File: src/rtl/fifo_uart_tx.sv
// -----------------------------------------------------------------------------
// fifo_uart_tx
//   Drain stage for a synchronous FIFO. Pops one word at a time through the FIFO
//   read port and serialises it as a UART frame: start bit (0), WIDTH data bits
//   LSB first, optional even-parity bit, stop bit (1). Same clock as the FIFO.
//
// Build option:
//   FIFO_UART_TX_PARITY_EN  when defined, an even-parity bit (^word) is sent
//                           between the last data bit and the stop bit.
//
// Parameters:
//   WIDTH         data word width (matches the FIFO width)
//   CLKS_PER_BIT  clk cycles per serial bit, >= 2
//
// Ports:
//   clk           system clock, rising edge
//   rst           asynchronous, active-low reset
//   fifo_empty    FIFO empty flag
//   fifo_rd_en    FIFO read strobe, one cycle per word
//   fifo_rd_data  FIFO read data, valid the cycle after fifo_rd_en
//   tx            serial line, idles high
//   busy          high whenever the FSM is not idle
//   tx_done       one-cycle pulse in the last cycle of each stop bit
// -----------------------------------------------------------------------------
`timescale 1ns/1ps

module fifo_uart_tx #(
  parameter int WIDTH        = 8,
  parameter int CLKS_PER_BIT = 16
) (
  input  logic             clk,
  input  logic             rst,
  input  logic             fifo_empty,
  output logic             fifo_rd_en,
  input  logic [WIDTH-1:0] fifo_rd_data,
  output logic             tx,
  output logic             busy,
  output logic             tx_done
);

  localparam int BAUD_W = $clog2(CLKS_PER_BIT);
  localparam int BIT_W  = $clog2(WIDTH + 1);

  localparam logic [BAUD_W-1:0] BAUD_LAST = BAUD_W'(CLKS_PER_BIT - 1);
  // tx_done is registered, so it is set one cycle before the last stop cycle.
  localparam logic [BAUD_W-1:0] BAUD_PRE  = BAUD_W'(CLKS_PER_BIT - 2);
  localparam logic [BIT_W-1:0]  BIT_LAST  = BIT_W'(WIDTH - 1);

  typedef enum logic [2:0] {
    S_IDLE,
    S_FETCH,
    S_LOAD,
    S_START,
    S_DATA,
`ifdef FIFO_UART_TX_PARITY_EN
    S_PARITY,
`endif
    S_STOP
  } state_e;

  state_e             state_q;
  logic [BAUD_W-1:0]  baud_q;
  logic [BIT_W-1:0]   bit_q;
  logic [WIDTH-1:0]   shift_q;
  logic               tx_q;
  logic               rd_en_q;
  logic               busy_q;
  logic               done_q;
`ifdef FIFO_UART_TX_PARITY_EN
  logic               parity_q;
`endif

  logic               baud_wrap;
  logic [WIDTH-1:0]   shift_next;

  assign baud_wrap  = (baud_q == BAUD_LAST);
  // Bit that goes on the line after the current one is shifted out.
  assign shift_next = shift_q >> 1;

  // NOTE: every register in this block is updated with <= so all of them
  // see the pre-edge values of each other; blocking = here would create
  // order-dependent behaviour and simulation/synthesis mismatches.
  always_ff @(posedge clk or negedge rst) begin
    if (!rst) begin
      state_q  <= S_IDLE;
      baud_q   <= '0;
      bit_q    <= '0;
      shift_q  <= '0;
      tx_q     <= 1'b1;
      rd_en_q  <= 1'b0;
      busy_q   <= 1'b0;
      done_q   <= 1'b0;
`ifdef FIFO_UART_TX_PARITY_EN
      parity_q <= 1'b0;
`endif
    end else begin
      // NOTE: single-cycle strobes default low each cycle and are raised only
      // by the state that owns them, so they can never stick high.
      rd_en_q <= 1'b0;
      done_q  <= 1'b0;

      unique case (state_q)
        S_IDLE: begin
          baud_q <= '0;
          bit_q  <= '0;
          if (!fifo_empty) begin
            state_q <= S_FETCH;
            rd_en_q <= 1'b1;
            busy_q  <= 1'b1;
          end
        end

        // Read strobe is high during this state; data arrives next cycle.
        S_FETCH: state_q <= S_LOAD;

        S_LOAD: begin
          shift_q  <= fifo_rd_data;
`ifdef FIFO_UART_TX_PARITY_EN
          parity_q <= ^fifo_rd_data;
`endif
          tx_q     <= 1'b0;
          state_q  <= S_START;
        end

        S_START: begin
          if (baud_wrap) begin
            baud_q  <= '0;
            tx_q    <= shift_q[0];
            state_q <= S_DATA;
          end else begin
            baud_q <= baud_q + 1'b1;
          end
        end

        S_DATA: begin
          if (baud_wrap) begin
            baud_q  <= '0;
            shift_q <= shift_next;
            if (bit_q == BIT_LAST) begin
              bit_q   <= '0;
`ifdef FIFO_UART_TX_PARITY_EN
              tx_q    <= parity_q;
              state_q <= S_PARITY;
`else
              tx_q    <= 1'b1;
              state_q <= S_STOP;
`endif
            end else begin
              bit_q <= bit_q + 1'b1;
              tx_q  <= shift_next[0];
            end
          end else begin
            baud_q <= baud_q + 1'b1;
          end
        end

`ifdef FIFO_UART_TX_PARITY_EN
        S_PARITY: begin
          if (baud_wrap) begin
            baud_q  <= '0;
            tx_q    <= 1'b1;
            state_q <= S_STOP;
          end else begin
            baud_q <= baud_q + 1'b1;
          end
        end
`endif

        S_STOP: begin
          if (baud_q == BAUD_PRE) begin
            done_q <= 1'b1;
          end
          if (baud_wrap) begin
            baud_q  <= '0;
            busy_q  <= 1'b0;
            state_q <= S_IDLE;
          end else begin
            baud_q <= baud_q + 1'b1;
          end
        end

        default: begin
          state_q <= S_IDLE;
          busy_q  <= 1'b0;
          tx_q    <= 1'b1;
        end
      endcase
    end
  end

  assign fifo_rd_en = rd_en_q;
  assign tx         = tx_q;
  assign busy       = busy_q;
  assign tx_done    = done_q;

endmodule

File: config.mk
export PLATFORM = sky130hd
export DESIGN_NAME = fifo_uart_tx
export DESIGN_NICKNAME = d
export VERILOG_FILES = /design/src/rtl/fifo_uart_tx.sv
export SDC_FILE = /design/constraint.sdc
export NUM_CORES = 1
export LEC_CHECK = 0
export BUFFER_PORTS_ARGS = -buffer_cell sky130_fd_sc_hd__buf_2
export CORE_ASPECT_RATIO = 0.8
export CORE_UTILIZATION = 50
export CTS_BUF_LIST = sky130_fd_sc_hd__clkbuf_16
export DETAILED_ROUTE_END_ITERATION = 10
export GPL_ROUTABILITY_DRIVEN = 0
export GPL_TIMING_DRIVEN = 0
export HOLD_SLACK_MARGIN = 0.1
export PLACE_DENSITY = 0.68
export SYNTH_ARGS = -nofsm -noshare
export SYNTH_HDL_FRONTEND = slang
export SYNTH_SLANG_ARGS = --single-unit
File: constraint.sdc
create_clock -name clk -period 2.8 [get_ports clk]
set_input_delay 0.56 -clock clk [delete_from_list [all_inputs] [get_ports clk]]
set_output_delay 0.56 -clock clk [all_outputs]
set_load 0.03 [all_outputs]
Word level (Yosys, flattened, before mapping)
Index checks and enable logic that the tools add are counted.
{ "totals": {"ff_bits": 23, "latchBits": 0, "mem_bits_rw": 0, "rom_bits": 0, "input_bits": 11, "output_inout_bits": 4, "wordCells": 61, "memories": 0} }
{ "op_classes": {"n_addsub": 2, "n_mul": 0, "div_mod_pow": 0, "n_lt_le_gt_ge": 0, "n_eq_ne": 13, "shift": 0, "mux": 24, "n_bitwise": 2, "n_reduce_logical": 12} }
{ "op_table": {"columns": ["operator", "n"], "rows": [
  ["$pmux 3 s6", 1],
  ["$pmux 4 s2", 2],
  ["$pmux 8 s2", 1],
  ["$mux 3", 5],
  ["$mux 4", 3],
  ["$ne 2x2->1 const B", 5],
  ["$mux 1", 9],
  ["$add 4x1->4 const B", 2],
  ["$eq 4x4->1 const B", 2],
  ["$mux 8", 1],
  ["$eq 3x2->1 const B", 2],
  ["$eq 3x3->1 const B", 2],
  ["$reduce_and 3->1", 2],
  ["$reduce_bool 2->1", 3],
  ["$reduce_or 3->1", 2],
  ["$reduce_and 5->1", 1],
  ["$eq 4x3->1 const B", 1],
  ["$pmux 1 s4", 1],
  ["$reduce_and 2->1", 2],
  ["$reduce_or 4->1", 1],
  ["$eq 3x1->1 const B", 1],
  ["$logic_not 3->1", 1],
  ["$pmux 1 s3", 1],
  ["$not 1->1", 2]
]} }

Depth between registers and ports, before layout
Gate-level depths: netlist of run 1.
{ "depth": {"depth_word": 4, "mapped_depth": 6, "ltp_nobuf": 5} }

Worst setup path before layout of run 1
No wires, ideal clock.
{ "synth_timing": {"path_kind": "reg2reg", "from": "register baud_q[0]", "to": "register shift_q[4]", "setup_ns": 0.119, "arrival_time_ns": 1.426, "t_required_ns": 2.681, "setup_slack_ns": 1.255, "path_stages_with_launch": 7, "n_path_buf": 1, "synth_period_minus_slack_ns": 1.545, "cell_sequence": "dfrtp_1 -> ha_1 -> nand3_2 -> o31a_1 -> buf_6 -> nand2_1 -> o21ai_2"} }
{ "synth_via": {"elab_chain_cells": 3} }
{ "synth_lines": {"columns": ["item", "line_no", "source"], "rows": [
  ["start, declared", "62", "logic [BAUD_W-1:0] baud_q;"],
  ["start signal, assigned", "131", "baud_q <= baud_q + 1'b1;"],
  ["start signal, assigned", "153", "baud_q <= baud_q + 1'b1;"],
  ["start signal, assigned", "178", "baud_q <= baud_q + 1'b1;"],
  ["$eq 4x4->1", "76", "assign baud_wrap = (baud_q == BAUD_LAST);"],
  ["$ne 2x2->1 (no line)", null, null],
  ["$reduce_and 2->1 (no line)", null, null],
  ["end signal, assigned", "117", "shift_q <= fifo_rd_data;"],
  ["end signal, assigned", "138", "shift_q <= shift_next;"],
  ["end, declared", "64", "logic [WIDTH-1:0] shift_q;"]
]} }
Every way passes these cells.
A chain may end at the register's enable or synchronous reset.

Final worst setup path of run 1
{ "layout_timing": {"from": "register baud_q[1]", "to": "register shift_q[5]"} }
The elaborated chain is that of the path after synthesis.

==> results.sh, run 1 <==
export IMPL_cts_buffer_depth=2
export IMPL_hold_path_class="input port to asynchronous set/reset pin"
export IMPL_dp_slack_ps=998
export IMPL_path_max_fanout=10
export IMPL_die_h_um=48.2
export IMPL_max_freq_ghz=0.549
export IMPL_dp_hpwl_um=2030
export IMPL_drt_first_pass_iters=4
export IMPL_postPlaceCellArea_um2=1450
export IMPL_first_global_vias=1037
export IMPL_io_pins=15
export IMPL_htreeDepth=1
export IMPL_grtUsageMet3=0.0504
export IMPL_reg2reg_to="shift_q[5]"
export IMPL_max_slew_margin=0.662
export IMPL_final_period_utilization=0.650
export IMPL_drive_gt1_frac=0.215
export IMPL_fin_crit_ps=1820
export IMPL_drt_drc_violations_left=0
export IMPL_use_met2=0.364
export IMPL_postRouteAntennaNets=0
export IMPL_finalMaxSlewViolations=0
export IMPL_leakage_uw=0.000665
export IMPL_grt_total_usage=0.229
export IMPL_cp_arrival_ps=1970
export IMPL_cts_num_sinks=23
export IMPL_syn_inst=145
export IMPL_rsz0062_at_grt="false"
export IMPL_cts_root_buf="clkbuf_16"
export IMPL_powerDensity_nw_per_um2=916
export IMPL_design_area_um2=1530
export IMPL_totalWireLength_um=2780
export IMPL_rrSetupSlack_ps=980
export IMPL_setup_ws_ps=980
export IMPL_syn_num_nets=159
export IMPL_worstSetupPathType="register to register"
export IMPL_grt_overflow_total=0
export IMPL_initial_utilization=0.537
export IMPL_grt_first_pass_wirelength_um=4700
export IMPL_synth_avg_cell_area_um2=9.20
export IMPL_coreArea_um2=2480
export IMPL_num_rows=16
export IMPL_antenna_cells=0
export IMPL_hold_buffers=0
export IMPL_r2r_start="baud_q[1]"
export IMPL_yosys_warnings=0
export IMPL_hold_viol_final=0
export IMPL_postCtsSetupBuffers=0
export IMPL_grt_start_max_net_pins=24
export IMPL_syn_to_final_growth_pct=14.6
export IMPL_worst_setup_path_end_kind="register"
export IMPL_vias=1137
export IMPL_gr_usage_met1=0.300
export IMPL_power_uw=1400
export IMPL_status="finished, final reports clean"
export IMPL_ir_drop_uv=397
export IMPL_cp_data_required_time_ps=2950
export IMPL_tritoncts="yes"
export IMPL_ys_seq_area_frac=0.432
export IMPL_synth_distinct_cells=39
export IMPL_fin_skew_ps=2.74
export IMPL_numCtsBuffers=3
export IMPL_viasPerCell=5.71
export IMPL_antenna_found_initial=0
export IMPL_die_area_um2=2880
export IMPL_drt_iter0_drc=43
export IMPL_nets=178
export IMPL_r2r_cells=6
export IMPL_path_clk_slew_ps=60
export IMPL_setup_viol=0
export IMPL_tightest_slew_ps=508
export IMPL_ys_ff_latch=23
export IMPL_cts_resized=0
export IMPL_nFillCells=241
export IMPL_numPortBuffers=14
export IMPL_cp_start_kind="register"
export IMPL_die_w_um=59.7
export IMPL_maxCapViolCount=0
export IMPL_top_usage_layer="met2"
export IMPL_clk_insertion_delay_late_ps=260
export IMPL_fin_setup_tns_ps=0
export IMPL_synth_area_um2=1330
export IMPL_routedWlPerCell_um=14.0
[Yosys cell counts, drive strengths merged]
master	number	area [µm²]
maj3	1	10.0
o311ai	2	17.5
o21ai	15	90.1
ha	3	37.5
a221oi	1	8.76
o31ai	2	15.0
nor2	13	48.8
or3	2	12.5
or3b	1	8.76
nor3	6	30.0
o22ai	1	6.26
a21boi	1	7.51
a31oi	2	12.5
o211ai	2	15.0
dfrtp	22	551
mux2i	8	80.1
nor3b	2	25.0
o21a	2	15.0
nand4	1	6.26
a22o	2	17.5
a21oi	9	45.0
nand3	5	30.0
clkbuf	4	15.0
buf	7	50.1
o31a	1	8.76
a41oi	1	8.76
and3	1	6.26
mux2	2	22.5
o41ai	1	8.76
nand2b	2	12.5
nand2	17	63.8
dfstp	1	26.3
inv	4	15.0
or2	1	6.26
[cell type report]
class,instances,area (µm²),area share
Sequential cell,23,577,0.377
Tap cell,36,45.0,0.0295
Buffer,11,65.1,0.0426
Inverter,4,15.0,0.00982
Clock inverter,1,5.00,0.00327
Multi-Input combinational cell,107,677,0.443
Clock buffer,3,75.1,0.0491
Timing Repair Buffer,14,70.1,0.0458
[power breakdown]
part | internal [µW] | switching [µW] | leakage [µW] | total (µW)
sequential | 449 | 91.0 | 0.000282 | 540
combinational | 228 | 322 | 0.000342 | 550
clock | 192 | 117 | 0.0000409 | 310
total | 870 | 531 | 0.000665 | 1400
[cells in the final DEF, fill, tap and decap left out, types with 2 or more instances in the layout]
| master | count |
|---|---|
| a31oi_1 | 2 |
| o311ai_0 | 2 |
| nand3_1 | 4 |
| mux2_2 | 2 |
| o21ai_2 | 4 |
| o21ai_0 | 6 |
| ha_1 | 3 |
| o21a_1 | 2 |
| dfrtp_1 | 22 |
| o31ai_1 | 2 |
| a22o_1 | 2 |
| buf_2 | 18 |
| nand2_1 | 17 |
| buf_6 | 2 |
| o21ai_1 | 5 |
| a21oi_1 | 9 |
| nor3b_2 | 2 |
| clkbuf_16 | 3 |
| inv_1 | 4 |
| o211ai_1 | 2 |
| or3_1 | 2 |
| clkbuf_1 | 4 |
| nand2b_1 | 2 |
| mux2i_1 | 8 |
| nor2_1 | 13 |
| nor3_1 | 6 |
[logic make-up (layout without fill, tap and decap cells)]
logic type                 after synthesis  count (layout)  share of synthesized area
buffers and inverters                   15              33                     0.0600
and+or+nand+nor                         51              51                      0.188
AOI/OAI and AO/OA                       42              42                      0.207
adders and majority gates                4               4                     0.0357
DFF                                     23              23                      0.432
muxes                                   10              10                     0.0769
[how the worst max path moves through the flow]
| stage | startpoint | end | slack (ps) |
|---|---|---|---|
| 6_report | baud_q[1] | shift_q[5] | 980 |
| 2_1_floorplan | baud_q[0] | shift_q[4] | 1250 |
| 5_1_grt | baud_q[0] | shift_q[2] | 850 |
| 4_1_cts | baud_q[1] | shift_q[5] | 990 |
| 3_5_place_dp | baud_q[1] | shift_q[5] | 1000 |
| 3_3_place_gp | baud_q[0] | shift_q[6] | 1010 |
[worst max-delay path, stage by stage, from the launching register on]
cell and delay (ps):
dfrtp_1 460, ha_1 340, nand3_2 230, o31a_1 370, buf_6 170, nand2_1 80
o21ai_2 50
[sequential cells by signal, indices dropped and copies added, names as in the netlist]
name / count
state_q: 3
busy: 1
fifo_rd_en: 1
tx_done: 1
shift_q: 8
bit_q: 4
tx: 1
baud_q: 4
[through the flow]
| step | hold WS, ps | instances | util |
|---|---|---|---|
| 5_1_grt | 321 | 199 | 0.616 |
| 6_report | 266 | 199 | 0.616 |
| 3_5_place_dp | 468 | 195 | 0.584 |
| 4_1_cts | 287 | 199 | 0.616 |
| 2_1_floorplan | 264 | 145 | - |
| 3_3_place_gp | 462 | 195 | 0.584 |
[routing by layer]
layer  up-vias  share of wire
li1        561              -
met1       542           0.48
met2        29           0.46
met3         5          0.045
met4         0          0.019
met5         -              0
Note: power is estimated with default switching activity, not from simulation.
==> run 2, diff against run 1 <==
Clock period 2.8 ns to 1.7 ns, I/O delays scaled along.
==> run 2 against run 1 <==
Combinational power increased by 71%. Routed wire length up 3.0%. Maximum frequency increased by 17%. Register-to-register slack got worse by 840 ps. First-iteration DRC count rose by 26%. Global-route usage is 0.059 points higher. Clock skew hardly changed. Critical path type unchanged. Critical endpoint unchanged. Largest cell class unchanged. Largest power group unchanged.
==> results.sh, run 2 (synthesis results as in run 1) <==
export IMPL_tightest_slew_ps=506
export IMPL_cts_buffer_depth=2
export IMPL_viasPerCell=5.66
export IMPL_dp_hpwl_um=2030
export IMPL_drive_gt1_frac=0.233
export IMPL_powerDensity_nw_per_um2=1520
export IMPL_grt_start_max_net_pins=24
export IMPL_path_max_fanout=10
export IMPL_grt_overflow_total=0
export IMPL_fin_crit_ps=1560
export IMPL_final_cell_mix="dfrtp_1, buf_2, nand2_1"
export IMPL_leakage_uw=0.000666
export IMPL_reg2reg_to="shift_q[5]"
export IMPL_rsz0062_at_grt="false"
export IMPL_max_freq_ghz=0.641
export IMPL_htreeDepth=1
export IMPL_rrSetupSlack_ps=140
export IMPL_largest_reg_flops=8
export IMPL_cts_root_buf="clkbuf_16"
export IMPL_tritoncts="yes"
export IMPL_drt_first_pass_iters=4
export IMPL_antenna_found_initial=0
export IMPL_endpoint="shift_q[5]"
export IMPL_seqPwrFrac=0.385
export IMPL_p_clk_frac=0.217
export IMPL_min_path_cells=2
export IMPL_die_w_um=59.7
export IMPL_final_util=0.628
export IMPL_worst_setup_path_end_kind="register"
export IMPL_hold_path_class="input port to register"
export IMPL_regMostFlops="shift_q"
export IMPL_cp_arrival_ps=1710
export IMPL_finalMaxSlewViolations=0
export IMPL_p_int_uw=1460
export IMPL_cp_data_required_time_ps=1850
export IMPL_clk_insertion_delay_late_ps=260
export IMPL_io_pins=15
export IMPL_hold_viol_final=0
export IMPL_p_switching_uw=913
export IMPL_ir_drop_uv=650
export IMPL_grt_first_pass_wirelength_um=4710
export IMPL_postCtsSetupBuffers=0
export IMPL_final_period_utilization=0.917
export IMPL_grt_total_usage=0.229
export IMPL_drt_drc_violations_left=0
export IMPL_stdcell_count=199
export IMPL_path_clk_slew_ps=60
export IMPL_vias=1126
export IMPL_nets=178
export IMPL_totalWireLength_um=2860
export IMPL_nFillCells=241
export IMPL_dpl_cell_count=195
export IMPL_top_regs="shift_q: 8 flops, baud_q: 4 flops, bit_q: 4 flops"
export IMPL_die_h_um=48.2
export IMPL_setup_viol=0
export IMPL_r2r_cells=6
export IMPL_drt_iter0_drc=54
export IMPL_first_global_vias=1034
export IMPL_status="finished, final reports clean"
export IMPL_initial_utilization=0.537
export IMPL_worstSetupPathType="register to register"
export IMPL_postRouteAntennaNets=0
export IMPL_layout_cells_most_common="dfrtp_1"
export IMPL_fin_skew_ps=2.68
export IMPL_switching_share=0.385
export IMPL_coreArea_um2=2480
export IMPL_max_slew_margin=0.663
export IMPL_syn_to_final_growth_pct=16.8
export IMPL_numPortBuffers=14
export IMPL_num_rows=16
export IMPL_maxCapViolCount=0
export IMPL_cp_startpoint="baud_q[0]"
export IMPL_numCtsBuffers=3
export IMPL_r2r_start="baud_q[0]"
export IMPL_die_area_um2=2880
export IMPL_cp_start_kind="register"
export IMPL_pwr_share_comb=0.398
export IMPL_antenna_cells=0
export IMPL_routedWlPerCell_um=14.4
export IMPL_cts_num_sinks=23
-- run 2: cell type report --
cell class	instances	area [µm²]	area share
Sequential cell	23	579	0.372
Clock buffer	3	75.1	0.0482
Buffer	10	61.3	0.0394
Multi-Input combinational cell	107	697	0.447
Timing Repair Buffer	15	80.1	0.0514
Inverter	4	15.0	0.00964
Clock inverter	1	5.00	0.00321
Tap cell	36	45.0	0.0289
-- run 2: layer usage --
metal,GRT usage,routed length [µm],vias up
li1,-,-,560
met1,0.303,1430,533
met2,0.367,1270,26
met3,0.0477,101,7
met4,0.112,68,0
met5,0,0,-
-- run 2: power by group through the flow --
stage / combinational (µW) / sequential [µW] / clock (µW)
floorplan: 686 / 902 / 0
global placement: 875 / 892 / 0
detailed placement: 905 / 897 / 0
CTS: 919 / 894 / 526
global route: 1060 / 940 / 543
finish: 943 / 912 / 513
-- run 2: through the flow --
stage / total power, µW / hold slack, ps / setup TNS [ps] / area [µm²] / setup WS [ps]
4_1_cts: 2340 / 271 / 0 / 1540 / 28.2
3_5_place_dp: 1800 / 345 / -785 / 1450 / -102
3_3_place_gp: 1770 / 340 / -692 / 1450 / -92.9
2_1_floorplan: 1590 / 44.4 / 0 / 1330 / 155
6_report: 2370 / 278 / 0 / 1560 / 141
5_1_grt: 2550 / 278 / 0 / 1560 / 59.5
-- run 2: critical path: stages, from the launching register on --
cell     delay (ps)
dfrtp_2         450
ha_4            210
nand3_4         140
o31a_1          340
buf_6           170
nand2_1          80
o21ai_2          50
-- run 2: what timing repair did --
item                       4_1_cts  5_1_grt
setup endpoints to repair       10       12
hold buffers                     1        0
hold endpoints to repair        22        0
resized for setup                3        2
-- run 2: how the worst min path moves through the flow --
| stage | from | end | slack (ps) |
|---|---|---|---|
| floorplan | rst | baud_q[0] | 40 |
| global placement | rst | shift_q[2] | 340 |
| detailed placement | rst | shift_q[2] | 350 |
| CTS | fifo_empty | fifo_rd_en | 270 |
| global route | fifo_empty | fifo_rd_en | 280 |
| finish | fifo_empty | fifo_rd_en | 280 |
==> run 3, diff against run 2 <==
Clock period 1.7 ns to 1.9 ns, I/O delays scaled along.
==> run 3 against run 2 <==
Core utilization is 1.1 points lower. Non-clock buffer count stayed put. Clock skew hardly changed. Critical path type unchanged. Largest cell class unchanged. Highest routed layer unchanged.
==> results.sh, run 3 (synthesis results as in run 1) <==
export IMPL_status="finished, final reports clean"
export IMPL_hold_buffers=0
export IMPL_vias=1120
export IMPL_maxCapViolCount=0
export IMPL_final_period_utilization=0.924
export IMPL_path_buf_inv=1
export IMPL_tritoncts="yes"
export IMPL_dpl_cell_count=195
export IMPL_cts_num_sinks=23
export IMPL_antenna_cells=0
export IMPL_numCtsBuffers=3
export IMPL_layout_cells_most_common="dfrtp_1"
export IMPL_drt_iter0_drc=47
export IMPL_crit_cells=6
export IMPL_powerDensity_nw_per_um2=1350
export IMPL_drt_drc_violations_left=0
export IMPL_largest_reg_flops=8
export IMPL_htreeDepth=1
export IMPL_setup_ws_ps=144
export IMPL_io_pins=15
export IMPL_multi_input_area_um2=679
export IMPL_finalMaxSlewViolations=0
export IMPL_first_global_vias=1037
export IMPL_totalWireLength_um=2800
export IMPL_numPortBuffers=14
export IMPL_fin_setup_tns_ps=0
export IMPL_postRouteAntennaNets=0
export IMPL_design_area_um2=1530
export IMPL_tightest_slew_ps=510
export IMPL_dp_slack_ps=98.3
export IMPL_ir_drop_uv=586
export IMPL_top_regs="shift_q: 8 flops, baud_q: 4 flops, bit_q: 4 flops"
export IMPL_leakage_uw=0.000663
export IMPL_cp_arrival_ps=1910
export IMPL_viasPerCell=5.63
export IMPL_postPlaceCellArea_um2=1450
export IMPL_nets=178
export IMPL_path_clk_slew_ps=60
export IMPL_cpLargestDelayFamily="flip-flops"
export IMPL_grt_total_usage=0.229
export IMPL_coreArea_um2=2480
export IMPL_cp_start_kind="register"
export IMPL_dp_hpwl_um=2030
export IMPL_nFillCells=240
export IMPL_worstSetupPathType="register to register"
export IMPL_fin_skew_ps=2.91
export IMPL_num_rows=16
export IMPL_max_freq_ghz=0.570
export IMPL_syn_to_final_growth_pct=14.8
export IMPL_antenna_found_initial=0
export IMPL_power_uw=2070
export IMPL_stdcell_count=199
export IMPL_hold_path_class="input port to asynchronous set/reset pin"
export IMPL_routedWlPerCell_um=14.1
export IMPL_die_w_um=59.7
export IMPL_regMostFlops="shift_q"
export IMPL_cts_buffer_depth=2
export IMPL_path_cells="ha_2 -> nand3_2 -> o31a_1 -> buf_6 -> nand2_1 -> o21ai_2"
export IMPL_r2r_cells=6
export IMPL_rsz0062_at_grt="false"
export IMPL_die_h_um=48.2
export IMPL_final_cell_mix="dfrtp_1, buf_2, nand2_1"
export IMPL_hold_viol_final=0
export IMPL_drive_gt1_frac=0.221
export IMPL_cp_data_required_time_ps=2050
export IMPL_setup_viol=0
export IMPL_clk_insertion_delay_late_ps=260
export IMPL_grt_first_pass_wirelength_um=4700
export IMPL_die_area_um2=2880
export IMPL_grt_overflow_total=0
export IMPL_slowest_delay_ps=460
export IMPL_max_slew_margin=0.660
export IMPL_grt_start_max_net_pins=24
export IMPL_cts_root_buf="clkbuf_16"
export IMPL_regArea_um2=577
export IMPL_fin_crit_ps=1760
export IMPL_drt_first_pass_iters=4
export IMPL_cpMaxStageDelayCell="dfrtp_1"
export IMPL_worst_setup_path_end_kind="register"
export IMPL_initial_utilization=0.537
export IMPL_path_max_fanout=10
## run 3: changes by cell type in the layout (fill, tap and decap cells not counted)
cell / before / now
dfrtp_1: 20 / 22
dfrtp_2: 2 / 0
clkbuf_1: 3 / 4
dlygate4sd3_1: 1 / 0
ha_2: 0 / 1
ha_4: 1 / 0
nand3_2: 0 / 1
nand3_4: 1 / 0
## run 3: worst paths after layout
kind / slack (ps) / start / endpoint
setup / recovery: 140 / baud_q[1] / shift_q[5]
hold reg to reg: 480 / shift_q[6] / shift_q[6]
min in group clk: 320 / fifo_empty / fifo_rd_en
setup reg to reg: 140 / baud_q[1] / shift_q[5]
hold / removal: 80 / rst / shift_q[1]
max in group asynchronous: 1460 / rst / tx
## run 3: per-stage QoR
step / hold WS (ps) / util
finish: 84.5 / 0.617
global placement: 380 / 0.584
global route: 141 / 0.617
floorplan: 84.4 / -
detailed placement: 385 / 0.584
CTS: 107 / 0.616
## run 3: timing repair
action / CTS / global route
buffers inserted: 0 / 0
endpoints found under the setup margin: 0 / 9
gates resized for setup: 0 / 1
## run 3: where the power goes
| group | switching [µW] | total (µW) | internal (µW) |
|---|---|---|---|
| combinational | 478 | 817 | 339 |
| clock | 178 | 461 | 283 |
| sequential | 134 | 796 | 662 |
| total | 789 | 2070 | 1280 |
## run 3: cell type report
| type | count | share of cell area |
|---|---|---|
| Multi-Input combinational cell | 107 | 0.444 |
| Sequential cell | 23 | 0.377 |
| Clock buffer | 3 | 0.0490 |
| Timing Repair Buffer | 14 | 0.0458 |
| Buffer | 11 | 0.0425 |
| Tap cell | 36 | 0.0294 |
| Inverter | 4 | 0.00980 |
| Clock inverter | 1 | 0.00327 |
## run 3: layer usage
layer | track usage | wire [µm]
met2 | 0.364 | 1250
met5 | 0 | 0
met3 | 0.0504 | 103
met4 | 0.116 | 53
met1 | 0.300 | 1390
